### config.mk
export PLATFORM = sky130hd
export DESIGN_NAME = muxbus_sram_ctrl
export DESIGN_NICKNAME = d
export VERILOG_FILES = /design/src/rtl/muxbus_pkg.sv /design/src/rtl/muxbus_bank_dec.sv /design/src/rtl/muxbus_sram_ctrl.sv
export SDC_FILE = /design/constraint.sdc
export NUM_CORES = 1
export LEC_CHECK = 0
export ABC_CLOCK_PERIOD_IN_PS = 2200
export BUFFER_PORTS_ARGS = -buffer_cell sky130_fd_sc_hd__buf_2
export CAP_MARGIN = 5
export CORE_MARGIN = 2
export CORE_UTILIZATION = 55
export CTS_CLUSTER_DIAMETER = 80
export DETAILED_ROUTE_END_ITERATION = 12
export PLACE_DENSITY_LB_ADDON = 0.05
export SYNTH_ARGS = -nofsm -noshare
export SYNTH_HDL_FRONTEND = slang
export SYNTH_SLANG_ARGS = --single-unit
### constraint.sdc
create_clock -name clk -period 2.2 [get_ports clk]
set_input_delay 0.33 -clock clk [delete_from_list [all_inputs] [get_ports clk]]
set_output_delay 0.33 -clock clk [all_outputs]
set_load 0.05 [all_outputs]
### src/rtl/muxbus_pkg.sv
// Shared types and constants for the multiplexed-bus SRAM controller.
package muxbus_pkg;

    typedef enum logic [2:0] {
        IDLE  = 3'd0,
        ADDR  = 3'd1,
        HOLD  = 3'd2,
        ACC   = 3'd3,
        RECOV = 3'd4
    } state_e;

    localparam int WS_CNT_W = 32'sd4;

    // SRAM strobes (ce_n, oe_n, we_n) are all active low
    localparam logic STROBE_ON  = 1'b0;
    localparam logic STROBE_OFF = 1'b1;

    function automatic int bank_w(input int num_banks);
        return (num_banks > 32'sd1) ? $clog2(num_banks) : 32'sd0;
    endfunction

endpackage

### src/rtl/muxbus_bank_dec.sv
// Registered bank decoder: bank index plus enable -> one-hot-low chip enables.
module muxbus_bank_dec
    import muxbus_pkg::*;
#(
    parameter int NUM_BANKS = 2,
    parameter int IDX_W     = 1
) (
    input  logic                 clk,
    input  logic                 rst_n,
    input  logic [IDX_W-1:0]     bank_idx,
    input  logic                 en,
    output logic [NUM_BANKS-1:0] ce_n
);

    logic [NUM_BANKS-1:0] ce_n_s;
    logic [NUM_BANKS-1:0] ce_n_r;

    // decode the selected bank into a single low chip enable
    always_comb begin
        ce_n_s = {NUM_BANKS{STROBE_OFF}};
        if (en) begin
            for (int b = 32'sd0; b < NUM_BANKS; b++) begin
                if (bank_idx == IDX_W'(b)) begin
                    ce_n_s[b] = STROBE_ON;
                end else begin
                    ce_n_s[b] = STROBE_OFF;
                end
            end
        end else begin
            ce_n_s = {NUM_BANKS{STROBE_OFF}};
        end
    end

    // register the enables so the pins only change on clock edges
    always_ff @(posedge clk or negedge rst_n) begin
        if (!rst_n) begin
            ce_n_r <= {NUM_BANKS{STROBE_OFF}};
        end else begin
            ce_n_r <= ce_n_s;
        end
    end

    assign ce_n = ce_n_r;

endmodule

### src/rtl/muxbus_sram_ctrl.sv
// Controller for banked async SRAMs behind an address latch on a muxed A/D bus.
// Optional MUXBUS_STATS_EN adds saturating read/write access counters.
module muxbus_sram_ctrl
    import muxbus_pkg::*;
#(
    parameter  int DATA_W      = 8,
    parameter  int ADDR_W      = 15,
    parameter  int NUM_BANKS   = 2,
    parameter  int WAIT_STATES = 1,
    localparam int BANK_W      = bank_w(NUM_BANKS)
) (
    input  logic                     clk,
    input  logic                     rst_n,
    input  logic                     req_valid,
    output logic                     req_ready,
    input  logic                     req_we,
    input  logic [ADDR_W+BANK_W-1:0] req_addr,
    input  logic [DATA_W-1:0]        req_wdata,
    output logic                     resp_valid,
    output logic [DATA_W-1:0]        resp_rdata,
    output logic [DATA_W-1:0]        bus_ad_o,
    output logic                     bus_ad_oe,
    input  logic [DATA_W-1:0]        bus_ad_i,
    output logic [ADDR_W-DATA_W-1:0] bus_ahi,
    output logic                     ale,
    output logic [NUM_BANKS-1:0]     ce_n,
    output logic                     oe_n,
    output logic                     we_n
`ifdef MUXBUS_STATS_EN
    ,
    input  logic                     stat_clr,
    output logic [15:0]              stat_rd_cnt,
    output logic [15:0]              stat_wr_cnt
`endif
);

    localparam int IDX_W = (BANK_W > 32'sd0) ? BANK_W : 32'sd1;
    localparam int AHI_W = ADDR_W - DATA_W;

    state_e                state_r, state_s;
    logic [WS_CNT_W-1:0]   ws_cnt_r, ws_cnt_s;
    logic                  accept_s;
    logic                  busy_s;
    logic [IDX_W-1:0]      req_bank_s;

    logic                  we_r;
    logic [ADDR_W-1:0]     addr_r;
    logic [IDX_W-1:0]      bank_r;
    logic [DATA_W-1:0]     wdata_r;

    logic                  req_ready_r;
    logic                  resp_valid_r, resp_valid_s;
    logic [DATA_W-1:0]     resp_rdata_r, resp_rdata_s;
    logic [DATA_W-1:0]     bus_ad_o_r, bus_ad_o_s;
    logic                  bus_ad_oe_r, bus_ad_oe_s;
    logic [AHI_W-1:0]      bus_ahi_r, bus_ahi_s;
    logic                  ale_r, ale_s;
    logic                  oe_n_r, oe_n_s;
    logic                  we_n_r, we_n_s;

    assign accept_s = req_valid && req_ready_r;
    assign busy_s   = (state_r != IDLE);

    generate
        if (BANK_W > 0) begin : g_bank
            assign req_bank_s = req_addr[ADDR_W+BANK_W-1:ADDR_W];
        end else begin : g_single
            assign req_bank_s = {IDX_W{1'b0}};
        end
    endgenerate

    // next-state logic; ACC lasts WAIT_STATES+1 cycles via ws_cnt
    always_comb begin
        state_s  = state_r;
        ws_cnt_s = ws_cnt_r;
        case (state_r)
            IDLE: begin
                if (accept_s) begin
                    state_s = ADDR;
                end else begin
                    state_s = IDLE;
                end
            end
            ADDR: state_s = HOLD;
            HOLD: begin
                state_s  = ACC;
                ws_cnt_s = {WS_CNT_W{1'b0}};
            end
            ACC: begin
                if (ws_cnt_r == WS_CNT_W'(WAIT_STATES)) begin
                    state_s = RECOV;
                end else begin
                    state_s  = ACC;
                    ws_cnt_s = ws_cnt_r + 4'd1;
                end
            end
            RECOV:   state_s = IDLE;
            default: state_s = IDLE;
        endcase
    end

    // pin values for the cycle following the current state (all pins registered)
    always_comb begin
        bus_ad_o_s   = bus_ad_o_r;
        bus_ad_oe_s  = 1'b0;
        bus_ahi_s    = bus_ahi_r;
        ale_s        = 1'b0;
        oe_n_s       = STROBE_OFF;
        we_n_s       = STROBE_OFF;
        resp_valid_s = 1'b0;
        resp_rdata_s = resp_rdata_r;
        case (state_r)
            IDLE: bus_ad_oe_s = 1'b0;
            ADDR: begin
                ale_s       = 1'b1;
                bus_ad_oe_s = 1'b1;
                bus_ad_o_s  = addr_r[DATA_W-1:0];
                bus_ahi_s   = addr_r[ADDR_W-1:DATA_W];
            end
            HOLD: begin
                bus_ad_oe_s = 1'b1;
                bus_ad_o_s  = addr_r[DATA_W-1:0];
            end
            ACC: begin
                if (we_r) begin
                    bus_ad_oe_s = 1'b1;
                    bus_ad_o_s  = wdata_r;
                    we_n_s      = STROBE_ON;
                end else begin
                    oe_n_s      = STROBE_ON;
                end
            end
            RECOV: begin
                // this edge closes the last oe_n-low cycle, so read data is sampled here
                if (we_r) begin
                    bus_ad_oe_s = 1'b1;
                    bus_ad_o_s  = wdata_r;
                end else begin
                    resp_valid_s = 1'b1;
                    resp_rdata_s = bus_ad_i;
                end
            end
            default: bus_ad_oe_s = 1'b0;
        endcase
    end

    // FSM state and wait counter
    always_ff @(posedge clk or negedge rst_n) begin
        if (!rst_n) begin
            state_r  <= IDLE;
            ws_cnt_r <= {WS_CNT_W{1'b0}};
        end else begin
            state_r  <= state_s;
            ws_cnt_r <= ws_cnt_s;
        end
    end

    // capture request fields at accept so the requester may change them afterwards
    always_ff @(posedge clk or negedge rst_n) begin
        if (!rst_n) begin
            we_r    <= 1'b0;
            addr_r  <= {ADDR_W{1'b0}};
            bank_r  <= {IDX_W{1'b0}};
            wdata_r <= {DATA_W{1'b0}};
        end else if (accept_s) begin
            we_r    <= req_we;
            addr_r  <= req_addr[ADDR_W-1:0];
            bank_r  <= req_bank_s;
            wdata_r <= req_wdata;
        end
    end

    // output registers
    always_ff @(posedge clk or negedge rst_n) begin
        if (!rst_n) begin
            req_ready_r  <= 1'b1;
            resp_valid_r <= 1'b0;
            resp_rdata_r <= {DATA_W{1'b0}};
            bus_ad_o_r   <= {DATA_W{1'b0}};
            bus_ad_oe_r  <= 1'b0;
            bus_ahi_r    <= {AHI_W{1'b0}};
            ale_r        <= 1'b0;
            oe_n_r       <= STROBE_OFF;
            we_n_r       <= STROBE_OFF;
        end else begin
            req_ready_r  <= (state_s == IDLE);
            resp_valid_r <= resp_valid_s;
            resp_rdata_r <= resp_rdata_s;
            bus_ad_o_r   <= bus_ad_o_s;
            bus_ad_oe_r  <= bus_ad_oe_s;
            bus_ahi_r    <= bus_ahi_s;
            ale_r        <= ale_s;
            oe_n_r       <= oe_n_s;
            we_n_r       <= we_n_s;
        end
    end

    muxbus_bank_dec #(
        .NUM_BANKS (NUM_BANKS),
        .IDX_W     (IDX_W)
    ) u_bank_dec (
        .clk      (clk),
        .rst_n    (rst_n),
        .bank_idx (bank_r),
        .en       (busy_s),
        .ce_n     (ce_n)
    );

    assign req_ready  = req_ready_r;
    assign resp_valid = resp_valid_r;
    assign resp_rdata = resp_rdata_r;
    assign bus_ad_o   = bus_ad_o_r;
    assign bus_ad_oe  = bus_ad_oe_r;
    assign bus_ahi    = bus_ahi_r;
    assign ale        = ale_r;
    assign oe_n       = oe_n_r;
    assign we_n       = we_n_r;

`ifdef MUXBUS_STATS_EN
    logic [15:0] stat_rd_r;
    logic [15:0] stat_wr_r;

    // saturating access counters; clear beats a same-cycle increment
    always_ff @(posedge clk or negedge rst_n) begin
        if (!rst_n) begin
            stat_rd_r <= 16'h0000;
            stat_wr_r <= 16'h0000;
        end else if (stat_clr) begin
            stat_rd_r <= 16'h0000;
            stat_wr_r <= 16'h0000;
        end else if (state_r == RECOV) begin
            if (we_r && (stat_wr_r != 16'hFFFF)) begin
                stat_wr_r <= stat_wr_r + 16'h0001;
            end else if (!we_r && (stat_rd_r != 16'hFFFF)) begin
                stat_rd_r <= stat_rd_r + 16'h0001;
            end
        end
    end

    assign stat_rd_cnt = stat_rd_r;
    assign stat_wr_cnt = stat_wr_r;
`endif

endmodule

==> results.py, run 1 <==
metrics = {
    "detailed_routing": {
        "ant_nets": 0,
        "drtPass1Iterations": 4,
        "vias": 2011,
        "wl_per_cell_um": 15.5,
        "routed_wl_um": 5700,
        "drc": 0,
        "drtIter0Drc": 110,
        "avgViaCountPerCell": 5.46,
    },
    "layout": {
        "final_cells": 368,
        "area_delta_synth_final_pct": 20.6,
        "fillers": 400,
        "drive_above_1_share_pct": 40.9,
        "fin_nets": 335,
        "final_cell_area_um2": 3350,
        "diodes": 0,
    },
    "global_route": {
        "grt-ovfl-total": 0,
        "grt_max_degree": 28,
        "antenna_found_initial": 0,
        "grt_usage_pct": 23.0,
        "grt_first_pass_wirelength_um": 9630,
        "grt_pass1_vias": 2139,
    },
    "timing": {
        "fin_hold_ws_ps": -8.54,
        "period_needed_ps": 1740,
        "fin_setup_tns_ps": 0,
        "slew_headroom_pct": 60.2,
        "tightest_slew_ps": 596,
        "rsz0062_at_grt": "false",
        "final-setup-viol-count": 0,
        "clock.fmax_mhz": 575,
        "final-hold-violation-count": 6,
        "skew_ps": 6.94,
        "slew_viol_final": 0,
        "period_share_pct": 79.0,
    },
    "yosys": {
        "async_flop_share_pct": 100,
        "ys_ff_latch": 63,
        "synthFlopType": "dfrtp_1",
        "synth_edf_count": 0,
        "yosysTopAreaCellShare_pct": 52.3,
        "synth_area_leaders": "dfrtp_1, mux2_2, mux2_1",
        "yosysTopAreaCell": "dfrtp_1",
        "netlist_area_um2": 2780,
        "yosysUniqueCellTypes": 41,
        "syn_nets": 265,
        "netlist_instances": 227,
        "ys_seq_area_share_pct": 57.0,
        "ys_warn_count": 0,
        "synth.avg_cell_area_um2": 12.2,
    },
    "clocking": {
        "cts_tree": "built",
        "htree_levels": 3,
        "clk_pin_slew_ps": 70,
        "cts_resized": 0,
        "cts_root_buf": "clkbuf_8",
        "cts_setup_buffers": 0,
        "cts.sinks": 63,
        "numCtsBuffers": 9,
        "hold_buffers": 0,
        "clkLatencyLatePin_ps": 340,
        "cts_buffer_depth": 2,
    },
    "placement": {
        "hpwl_um": 3850,
        "placed_cell_area_um2": 3170,
        "place_congestion": 0.784,
        "dp_cells": 353,
        "io_buffers": 66,
    },
    "power_and_ir_drop": {
        "p_sw_w": 0.00266,
        "power_w": 0.00592,
        "pwr-share-clk_pct": 15.7,
        "peakVddDrop_mv": 0.900,
        "seqPwrFrac_pct": 36.6,
        "switching_share_pct": 44.9,
        "p_leak_nw": 1.59,
        "power_density_nw_per_um2": 1770,
        "internal_power_w": 0.00326,
        "p_comb_share_pct": 47.7,
    },
    "setup_path": {
        "worstReg2RegStart": "state_r[2]$_DFF_PN0_",
        "critPathLaunch": "state_r[2]$_DFF_PN0_",
        "cp_data_arrival_time_ps": 1960,
        "start_kind": "flip-flop",
        "crit_fanout": 17,
        "crit_type": "reg -> reg",
        "cp.required_ps": 2420,
        "endpoint_kind": "flip-flop",
    },
    "die": {
        "fp-row-count": 25,
        "die_h_um": 75.1,
        "core-area_um2": 4790,
        "die_area_um2": 5630,
        "start_util_pct": 58.0,
        "die_w_um": 75.1,
        "io_pins": 67,
    },
    "worst_hold_path": {
        "min_path_type": "in -> async",
    },
    "status": {
        "violations": "negative hold slack",
        "status": "finished, violations left",
    },
    "job": {
        "drv_cap": 0,
    },
}
==> power by group through the flow <==
stage	clock network, W	registers [W]	logic [W]
floorplan	0	0.00297	0.00139
global placement	0	0.00216	0.00276
detailed placement	0	0.00218	0.00283
CTS	0.000950	0.00216	0.00284
global route	0.00100	0.00225	0.00306
finish	0.000932	0.00216	0.00282
==> cells in the final DEF (no fill, tap or decap), drive strengths merged, types with 9 or more instances in the layout <==
cell type / Yosys / layout
buf: 10 / 72
mux2: 40 / 40
inv: 9 / 9
dfrtp: 58 / 58
clkbuf: 3 / 10
a21oi: 11 / 11
o21ai: 11 / 11
nand2: 15 / 15
nor2: 14 / 14
==> synth_stat cells (2+ instances only) <==
master / n
clkbuf_1: 3
nand2_1: 15
a211oi_1: 7
dfrtp_1: 58
a221o_1: 7
buf_6: 2
ha_1: 2
dfstp_2: 5
o22ai_1: 2
nor2_2: 2
mux2_2: 25
or2_1: 2
inv_1: 8
buf_2: 7
and3_1: 2
a21oi_1: 11
nor2_1: 11
o21ai_1: 8
a21boi_1: 7
a21o_1: 3
nand2b_1: 2
mux2_1: 15
nor3_1: 2
o21ai_0: 3
nand3_1: 2
==> cells by family after synthesis <==
kind of cell    synth area share [%]
simple gates                    8.52
mux                             16.2
flops                           57.0
compound gates                  13.4
buf+inv                         3.97
fa+ha+maj                      0.901
==> critical path: stages, from the launching register on <==
cell	delay, ps
dfrtp_1	550
nand2b_1	460
o22ai_1	230
o22ai_1	110
a32o_1	260
==> flip-flops by register name (all words and copies together), names as in the netlist, 2 cells and up <==
register	cells
addr_r	15
bus_ahi	7
bus_ad_o	8
ws_cnt_r	4
u_bank_dec.ce_n	2
wdata_r	8
state_r	3
resp_rdata	8
==> per-stage QoR <==
step	setup WS, ps	hold WS (ps)	util [%]
3_3_place_gp	519	357	66.3
2_1_floorplan	665	34.4	-
3_5_place_dp	492	374	66.3
6_report	462	-8.54	70.0
5_1_grt	248	28.8	70.0
4_1_cts	466	9.79	70.0
==> cell type report <==
type                       instances  area (um^2)  share of cell area [%]
clock buffer                      10          128                    3.81
clock inverter                     5         50.0                    1.49
inverter                           9         33.8                    1.01
multi-input combinational        142         1080                    32.3
sequential                        63         1580                    47.3
tap                               67         83.8                    2.50
timing repair buffer              72          388                    11.6
==> layer usage <==
metal  vias up  wire length (um)  share of wire [%]  global-route usage (%)
met4         0                73                1.3                    10.5
li1        944                 -                  -                       -
met1      1001              2420                 43                    28.4
met3         9               293                5.1                    5.35
met2        57              2910                 51                    38.5
met5         -                 0                  0                       0
==> worst paths after layout <==
| check | endpoint | slack [ps] | cells past startpoint |
|---|---|---|---|
| worst max-delay path | bus_ad_o[2]$_DFFE_PN0P_ | 460 | 4 |
| worst min-delay path | resp_rdata[7]$_DFFE_PN0P_ | -9 | 1 |
| worst max register to register | bus_ad_o[2]$_DFFE_PN0P_ | 460 | 4 |
| worst min register to register | u_bank_dec.ce_n[1]$_DFF_PN1_ | 450 | 1 |
| max in group asynchronous | wdata_r[5]$_DFFE_PN0P_ | 1570 | 2 |
| min in group clk | resp_rdata[7]$_DFFE_PN0P_ | 210 | 2 |
No activity file was read; power rests on OpenSTA's default activity.
==> run 2: changes to the inputs <==
--- a/config.mk
+++ b/config.mk
@@ -5,11 +5,11 @@
 export SDC_FILE = /design/constraint.sdc
 export NUM_CORES = 1
 export LEC_CHECK = 0
-export ABC_CLOCK_PERIOD_IN_PS = 2200
+export ABC_CLOCK_PERIOD_IN_PS = 1640
 export BUFFER_PORTS_ARGS = -buffer_cell sky130_fd_sc_hd__buf_2
 export CAP_MARGIN = 5
 export CORE_MARGIN = 2
-export CORE_UTILIZATION = 55
+export CORE_UTILIZATION = 53
 export CTS_CLUSTER_DIAMETER = 80
 export DETAILED_ROUTE_END_ITERATION = 12
 export PLACE_DENSITY_LB_ADDON = 0.05
==> constraint.sdc (replaced) <==
create_clock -name clk -period 1.64 [get_ports clk]
set_input_delay 0.246 -clock clk [delete_from_list [all_inputs] [get_ports clk]]
set_output_delay 0.246 -clock clk [all_outputs]
set_load 0.05 [all_outputs]
==> run 2 against run 1 <==
Net effect:
- setup slack worse by 350 ps
- die area is 3.6% higher
- cell area grew 3.4%
- largest cell class unchanged
- highest routed layer unchanged
- critical endpoint is now bus_ad_o[3]$_DFFE_PN0P_
- first-iteration DRC count fell by 7.3%
- the run now ends clean
==> results.py, run 2 (same netlist as run 1, synthesis figures left out) <==
metrics = {
    "setup_path": {
        "crit_type": "reg -> reg",
        "start_kind": "flip-flop",
        "endpoint_kind": "flip-flop",
        "ff2ff_path_depth": 5,
        "crit_chain": "nand2b_1, buf_12, nor2_1, a211oi_1, a221o_1",
        "cp_data_arrival_time_ps": 1750,
        "crit_fanout": 15,
        "cp.required_ps": 1860,
        "cp_slowest_stage_delay_ps": 500,
        "crit_slowest_cell": "dfrtp_2",
    },
    "job": {
        "drv_cap": 0,
    },
    "power_and_ir_drop": {
        "p_leak_nw": 1.64,
        "power_density_nw_per_um2": 2370,
        "power_w": 0.00821,
        "peakVddDrop_mv": 1.21,
    },
    "layout": {
        "diodes": 0,
        "final_common_cell": "buf_2",
        "mostFrequentLayoutCells": "buf_2, dfrtp_1, mux2_2",
        "fillers": 413,
        "area_delta_synth_final_pct": 24.7,
        "final_cells": 382,
        "fin_nets": 345,
        "top_register": "addr_r",
        "drive_above_1_share_pct": 42.6,
        "largest_reg_flops": 15,
    },
    "timing": {
        "fin_hold_ws_ps": 128,
        "period_needed_ps": 1520,
        "final-setup-viol-count": 0,
        "fin_setup_tns_ps": 0,
        "skew_ps": 6.99,
        "slew_viol_final": 0,
        "tightest_slew_ps": 362,
        "worst_slack_ps": 116,
        "rsz0062_at_grt": "false",
        "final-hold-violation-count": 0,
        "slew_headroom_pct": 75.9,
        "clock.fmax_mhz": 656,
        "period_share_pct": 93.0,
    },
    "global_route": {
        "grt_pass1_vias": 1995,
        "grt-ovfl-total": 0,
        "grt_max_degree": 39,
        "grt_usage_pct": 20.8,
        "antenna_found_initial": 0,
        "grt_first_pass_wirelength_um": 9470,
    },
    "status": {
        "status": "complete, no violations",
    },
    "die": {
        "fp-row-count": 26,
        "die_h_um": 76.4,
        "start_util_pct": 54.7,
        "die_area_um2": 5830,
        "io_pins": 67,
        "core-area_um2": 5070,
        "die_w_um": 76.4,
    },
    "clocking": {
        "clk_pin_slew_ps": 70,
        "numCtsBuffers": 9,
        "cts_buffer_depth": 2,
        "cts_root_buf": "clkbuf_8",
        "cts.sinks": 63,
        "htree_levels": 3,
        "cts_setup_buffers": 0,
        "clkLatencyLatePin_ps": 340,
        "cts_tree": "built",
    },
    "detailed_routing": {
        "wl_per_cell_um": 14.6,
        "ant_nets": 0,
        "vias": 2026,
        "drtIter0Drc": 102,
        "drc": 0,
        "avgViaCountPerCell": 5.30,
        "drtPass1Iterations": 4,
        "routed_wl_um": 5590,
    },
    "placement": {
        "place_congestion": 0.776,
        "io_buffers": 66,
        "dp_cells": 365,
        "dp_slack_ps": 62.5,
        "hpwl_um": 3950,
    },
    "worst_hold_path": {
        "worstHoldPathCells": 2,
        "min_path_type": "in -> reg",
    },
}
-- run 2: worst max-delay path, delay by kind of cell (launching register included) --
kind	cells	cell delay (ps)
and+or+nand+nor	2	370
DFF	1	500
buffers and inverters	1	180
AOI/OAI and AO/OA	2	370
-- run 2: per-stage QoR --
stage / instance area [um^2] / utilization (%)
3_3_place_gp: 3260 / 64.2
4_1_cts: 3460 / 68.1
3_5_place_dp: 3260 / 64.2
2_1_floorplan: 2780 / -
6_report: 3460 / 68.2
5_1_grt: 3460 / 68.2
-- run 2: cell type report --
type / instances / area (um^2) / area share [%]
Clock buffer: 12 / 145 / 4.19
Clock inverter: 4 / 45.0 / 1.30
Inverter: 9 / 33.8 / 0.975
Timing Repair Buffer: 82 / 478 / 13.8
Tap cell: 70 / 87.6 / 2.53
Sequential cell: 63 / 1580 / 45.7
Multi-Input combinational cell: 142 / 1090 / 31.5
-- run 2: layer usage --
layer | GRT usage [%] | vias to the layer above | wire length (um)
met2 | 32.6 | 60 | 2680
li1 | - | 967 | -
met4 | 10.9 | 0 | 107
met1 | 28.0 | 990 | 2580
met5 | 0 | - | 0
met3 | 3.44 | 9 | 220
-- run 2: where the power goes --
group / internal (W) / switching (W)
clock network: 0.000737 / 0.000576
logic: 0.00152 / 0.00255
registers: 0.00235 / 0.000479
-- run 2: repair_timing --
item	CTS	global route
setup endpoints to repair	0	10
endpoints found under the hold margin	12	0
hold buffers	1	0
gates resized for setup	0	2
-- run 2: worst paths after layout --
path | slack, ps | start | to
max | 120 | state_r[2]$_DFF_PN0_ | bus_ad_o[3]$_DFFE_PN0P_
min | 130 | bus_ad_i[3] | resp_rdata[3]$_DFFE_PN0P_
max reg2reg | 120 | state_r[2]$_DFF_PN0_ | bus_ad_o[3]$_DFFE_PN0P_
min reg2reg | 440 | bank_r$_DFFE_PN0P_ | u_bank_dec.ce_n[1]$_DFF_PN1_
max in group asynchronous | 730 | rst_n | we_n$_DFF_PN1_
min in group asynchronous | 350 | rst_n | resp_valid$_DFF_PN0_
